## config.mk

```make
export PLATFORM = sky130hd
export DESIGN_NAME = multdiv_controller
export DESIGN_NICKNAME = d
export VERILOG_FILES = /design/src/rtl/multdiv_controller.sv
export SDC_FILE = /design/constraint.sdc
export NUM_CORES = 1
export LEC_CHECK = 0
export BUFFER_PORTS_ARGS = -buffer_cell sky130_fd_sc_hd__buf_2
export CORE_MARGIN = 2
export CORE_UTILIZATION = 48
export DETAILED_ROUTE_END_ITERATION = 8
export PLACE_DENSITY = 0.85
export SYNTH_ARGS = -nofsm -noshare
export SYNTH_HDL_FRONTEND = slang
export SYNTH_SLANG_ARGS = --single-unit
```

## constraint.sdc

```tcl
create_clock -name clock -period 3 [get_ports clock]
set_input_delay 0.6 -clock clock [delete_from_list [all_inputs] [get_ports clock]]
set_output_delay 0.6 -clock clock [all_outputs]
set_load 0.05 [all_outputs]
```

## src/rtl/multdiv_controller.sv

```systemverilog
// Sequences the shared mult/div unit from X: detect, one-cycle start pulse, stall until RDY or timeout.
// Start pulse one cycle after detection, done one cycle after RDY (or TIMEOUT_CYCLES+2 after detection); stall is combinational.
module multdiv_controller #(
  parameter int TIMEOUT_CYCLES = 40,
  parameter int CNT_W          = 6
) (
  input  logic        clock,
  input  logic        reset,
  input  logic [31:0] ExecuteIR,
  input  logic        ex_valid,
  input  logic [31:0] ExecuteA,
  input  logic [31:0] ExecuteB,
  input  logic        data_resultRDY,
  input  logic        data_exception,
  input  logic [31:0] data_result,
  output logic        ctrl_MULT,
  output logic        ctrl_DIV,
  output logic [31:0] data_operandA,
  output logic [31:0] data_operandB,
  output logic        md_stall,
  output logic        md_done,
  output logic [31:0] md_result,
  output logic        md_exception,
  output logic        md_timeout,
  output logic [1:0]  md_state
);

  typedef enum logic [1:0] {
    IDLE  = 2'b00,
    START = 2'b01,
    BUSY  = 2'b10,
    DONE  = 2'b11
  } state_t;

  localparam logic [CNT_W-1:0] CNT_LAST = CNT_W'(TIMEOUT_CYCLES - 1);
  localparam logic [4:0]       OPC_MULT = 5'b00110;
  localparam logic [4:0]       OPC_DIV  = 5'b00111;

  state_t           state_q, state_d;
  logic [CNT_W-1:0] cnt_q, cnt_d;
  logic             ctrl_mult_q, ctrl_mult_d;
  logic             ctrl_div_q, ctrl_div_d;
  logic [31:0]      opa_q, opa_d;
  logic [31:0]      opb_q, opb_d;
  logic             done_q, done_d;
  logic [31:0]      result_q, result_d;
  logic             exc_q, exc_d;
  logic             tmo_q, tmo_d;

  logic       is_md;
  logic       is_div;
  logic [4:0] opc;
  logic       ir_unused;

  assign opc       = ExecuteIR[6:2];
  assign is_div    = (opc == OPC_DIV);
  assign is_md     = ex_valid & (ExecuteIR[31:27] == 5'd0) & ((opc == OPC_MULT) | is_div);
  assign ir_unused = ^{ExecuteIR[26:7], ExecuteIR[1:0]};

  always_comb begin
    state_d     = state_q;
    cnt_d       = cnt_q;
    ctrl_mult_d = 1'b0;
    ctrl_div_d  = 1'b0;
    opa_d       = opa_q;
    opb_d       = opb_q;
    done_d      = 1'b0;
    result_d    = result_q;
    exc_d       = exc_q;
    tmo_d       = tmo_q;
    case (state_q)
      IDLE: begin
        if (is_md) begin
          opa_d       = ExecuteA;
          opb_d       = ExecuteB;
          ctrl_mult_d = ~is_div;
          ctrl_div_d  = is_div;
          state_d     = START;
        end
      end
      START: begin
        // RDY seen here belongs to a previous operation and is ignored.
        cnt_d   = '0;
        state_d = BUSY;
      end
      BUSY: begin
        if (data_resultRDY) begin
          result_d = data_result;
          exc_d    = data_exception;
          tmo_d    = 1'b0;
          done_d   = 1'b1;
          state_d  = DONE;
        end else if (cnt_q == CNT_LAST) begin
          result_d = '0;
          exc_d    = 1'b1;
          tmo_d    = 1'b1;
          done_d   = 1'b1;
          state_d  = DONE;
        end else begin
          cnt_d = cnt_q + CNT_W'(1);
        end
      end
      DONE: begin
        state_d = IDLE;
      end
      default: begin
        state_d = IDLE;
      end
    endcase
  end

  always_ff @(posedge clock or negedge reset) begin
    if (!reset) begin
      state_q     <= IDLE;
      cnt_q       <= '0;
      ctrl_mult_q <= 1'b0;
      ctrl_div_q  <= 1'b0;
      opa_q       <= '0;
      opb_q       <= '0;
      done_q      <= 1'b0;
      result_q    <= '0;
      exc_q       <= 1'b0;
      tmo_q       <= 1'b0;
    end else begin
      state_q     <= state_d;
      cnt_q       <= cnt_d;
      ctrl_mult_q <= ctrl_mult_d;
      ctrl_div_q  <= ctrl_div_d;
      opa_q       <= opa_d;
      opb_q       <= opb_d;
      done_q      <= done_d;
      result_q    <= result_d;
      exc_q       <= exc_d;
      tmo_q       <= tmo_d;
    end
  end

  // Stall is forced low during reset so the pipeline is not frozen by a stale detection.
  assign md_stall      = reset & (((state_q == IDLE) & is_md) | (state_q == START) | (state_q == BUSY));
  assign ctrl_MULT     = ctrl_mult_q;
  assign ctrl_DIV      = ctrl_div_q;
  assign data_operandA = opa_q;
  assign data_operandB = opb_q;
  assign md_done       = done_q;
  assign md_result     = result_q;
  assign md_exception  = exc_q;
  assign md_timeout    = tmo_q;
  assign md_state      = state_q;

endmodule

```

==> impl_metrics.csv <==
group,metric,value,unit
synthesis,synth-seq-cells,109,
global_routing,grt_pass1_vias,3277,
pwr,max-vdd-ir-drop,613.6,uV
pwr,p_int,2.637,mW
global_routing,grt_overflow,0,
global_routing,grt_pass1_wl,15.88,mm
final_layout,final_area,0.005673,mm2
synthesis,synth-adder-area-share,0.01446,
sta,rsz0062_at_grt,"false",
global_routing,grt_use_met3,0.04823,
sta,setup_ws,0.4832,ns
final_layout,multiInputGateArea,0.001460,mm2
worst_setup_path,critPathLaunchType,"register",
pwr,pwr-share-clk,0.199,
clock_tree,ctsRootBufferMaster,"clkbuf_8",
worst_setup_path,worstPathArrival,1.92,ns
pwr,p_sw_frac,0.4287,
sta,clock.fmax,397.3,MHz
global_routing,grt_usage,0.2047,
outcome,status,"finished, final reports clean",
global_routing,grt_max_degree,67,
synthesis,syn_area,0.004327,mm2
clock_tree,cts_tree,"yes",
placed_design,place_congestion,0.7724,
floorplanning,initial_core_util,0.4961,
placed_design,postPlaceCellArea,0.005469,mm2
pwr,combPwrFrac,0.394,
pwr,power_density,813.7,mW/mm2
synthesis,ys_types,35,
synthesis,synth-simple-area-share,0.03268,
min_path,hold_class,"primary input to async pin",
drt,drc_errors,0,
synthesis,ys_warn_count,0,
final_layout,seqCellArea,0.002728,mm2
synthesis,ys_async_sr_fraction,1.000,
synthesis,syn_inst,279,
sta,drv_slew,0,
final_layout,antenna_cells,0,
synthesis,yosysSeqAreaShare,0.6304,
global_routing,grt_use_met2,0.3545,
clock_tree,cts_hold_buffers,0,
sta,worstMarginPinSlew,0.6817,ns
floorplanning,rows,34,
synthesis,synth_top_family_by_area,"multiplexers",
synthesis,synth_nets,417,
synthesis,synth_edf_count,0,
final_layout,syn2layout_area_growth,31.12,%
floorplanning,dieHeight,98.94,um
synthesis,synth-xor-area-share,0.004049,
clock_tree,cts_inserted_buffers,9,
placed_design,dp.cells,590,
drt,vias,3103,
global_routing,antenna_found_initial,0,
sta,fin_setup_tns,0,ns
floorplanning,core_area,0.008721,mm2
worst_setup_path,path_class,"register to output port",
sta,setup_violations,0,
pwr,leakage,3.325,nW
worst_setup_path,worst_setup_path_end_kind,"output port",
sta,finalHoldViolCount,0,
drt,dr.pass1.iters,4,
synthesis,synth_compound_area_frac,0.09138,
placed_design,dpl.hpwl,7.339,mm
job,maxCapViolations,0,
sta,max_slew_margin,0.5439,
clock_tree,cts_buffer_depth,2,
sta,finalClockSkew,0.02052,ns
floorplanning,io_pins,237,
drt,wirelength,9.988,mm
drt,wl_per_cell,16.48,um
clock_tree,clock_latency,0.37,ns
placed_design,portBuffers,214,
drt,vias_per_cell,5.120,
placed_design,pre_cts_slack,0.6372,ns
floorplanning,die_area,0.009789,mm2
final_layout,layout.nets,631,
clock_tree,cts_resized,0,
worst_setup_path,cp_max_fo,11,
drt,ant_nets,0,
global_routing,use_met1,0.2540,
clock_tree,path_clk_slew,0.12,ns
drt,drt_iter0_markers,79,
final_layout,final_cell_count_no_fill,606,
clock_tree,cts_max_level,3,
sta,period_minus_slack,2.517,ns
synthesis,postSynthAreaPerCell,15.51,um2
pwr,power_switching,1.979,mW
global_routing,gr-max-usage-layer,"met2",
final_layout,layout-drive-gt1-share,0.6044,
synthesis,synthMuxAreaShare,0.1949,
pwr,seqPwrFrac,0.407,
floorplanning,die-width,98.94,um
final_layout,fill_cells,683,
sta,fin_crit_sh,0.8389,
clock_tree,clkSinkCount,109,
synthesis,yosys_most_used_dff,"dfrtp_1",
worst_setup_path,worstPathRequired,2.40,ns
clock_tree,cts_setup_buffers,0,
==> path summary, 6_finish.rpt <==
check | startpoint | to | slack (ns) | cells past startpoint
setup / recovery | md_state[0]$_DFFE_PN0P_ | md_stall | 0.48 | 5
hold reg to reg | data_operandB[27]$_DFFE_PN0P_ | data_operandB[27]$_DFFE_PN0P_ | 0.51 | 1
min in group clock | ExecuteIR[2] | ctrl_MULT$_DFF_PN0_ | 0.41 | 2
setup reg to reg | cnt_q[0]$_DFFE_PN0P_ | md_result[27]$_DFFE_PN0P_ | 0.85 | 5
hold / removal | reset | data_operandA[29]$_DFFE_PN0P_ | 0.37 | 2
max in group asynchronous | reset | data_operandA[1]$_DFFE_PN0P_ | 2.14 | 2
==> final cells by class <==
class	count	area share
flip-flops and latches	109	0.4808
multi-input cells	147	0.2574
repair buffers	218	0.1967
well taps	108	0.02382
clock buffers	10	0.02250
clock inverters	6	0.01345
inverters	8	0.005293
==> cell usage in the layout, fill, tap and decap left out, types with 2 or more instances in the layout <==
cell / netlist / final
nand2_1: 6 / 6
inv_6: 0 / 3
a21oi_1: 4 / 4
dfrtp_1: 109 / 109
buf_2: 3 / 213
mux2_2: 38 / 38
o21ai_0: 2 / 2
a2bb2oi_1: 2 / 2
nor2_1: 6 / 6
a22o_1: 32 / 32
clkbuf_8: 0 / 9
o22ai_1: 3 / 3
nor4_1: 2 / 2
nand4b_1: 2 / 2
buf_4: 1 / 4
mux2_4: 27 / 27
inv_1: 8 / 8
nand3_1: 2 / 2
ha_1: 5 / 5
==> power by group through the flow <==
stage	Clock, mW	Combinational, mW	Sequential, mW
2_1_floorplan	0	0.519	2.73
3_3_place_gp	0	1.79	1.88
3_5_place_dp	0	1.83	1.90
4_1_cts	0.946	1.83	1.88
5_1_grt	1.00	1.92	1.91
6_report	0.920	1.82	1.88
==> logic make-up (layout without fill, tap and decap cells) <==
logic type | Yosys count | count (layout)
DFF | 109 | 109
muxes | 66 | 66
AOI/OAI and AO/OA | 49 | 49
and+or+nand+nor | 25 | 25
buffers and inverters | 23 | 242
adders and majority gates | 5 | 5
xor gates and xnor gates | 2 | 2
==> worst max-delay path, stage by stage (launching register included) <==
cell and delay, ns:
dfrtp_1 0.43, inv_1 0.12, ha_1 0.40, nor2_1 0.18, a21boi_1 0.14, buf_2 0.28
==> metal layers <==
| layer | vias to the layer above | share of wire |
|---|---|---|
| met5 | - | 0 |
| met4 | 0 | 0.014 |
| met3 | 12 | 0.068 |
| met2 | 137 | 0.51 |
| met1 | 1522 | 0.41 |
| li1 | 1432 | - |
==> synthesized netlist by cell type, types with 2 or more instances <==
master     instances  area (um2)
nor2_1             6       22.52
a2bb2oi_1          2       17.52
mux2_4            27       405.4
inv_1              8       30.03
nand2_1            6       22.52
a22o_1            32       280.3
o22ai_1            3       18.77
nand4b_1           2       17.52
nand3_1            2       10.01
dfrtp_1          109        2728
mux2_2            38       427.9
ha_1               5       62.56
clkbuf_1           5       18.77
nor4_1             2       12.51
buf_2              3       15.01
buf_6              6       67.56
a21oi_1            4       20.02
o21ai_0            2       10.01
==> registers in the layout, summed over array words and instances (netlist names) <==
signal / count
data_operandA: 32
data_operandB: 32
md_state: 2
md_timeout: 1
md_result: 32
cnt_q: 6
md_exception: 1
ctrl_DIV: 1
ctrl_MULT: 1
md_done: 1
==> through the flow <==
| step | hold slack [ns] | utilization | total power [mW] |
|---|---|---|---|
| after floorplan | 0.3044 | - | 3.249 |
| after global placement | 0.4764 | 0.6271 | 3.674 |
| after detailed placement | 0.4854 | 0.6271 | 3.734 |
| after CTS | 0.3901 | 0.6505 | 4.657 |
| after global routing | 0.3983 | 0.6505 | 4.829 |
| final | 0.3697 | 0.6505 | 4.616 |
No activity file was read; power rests on OpenSTA's default activity.
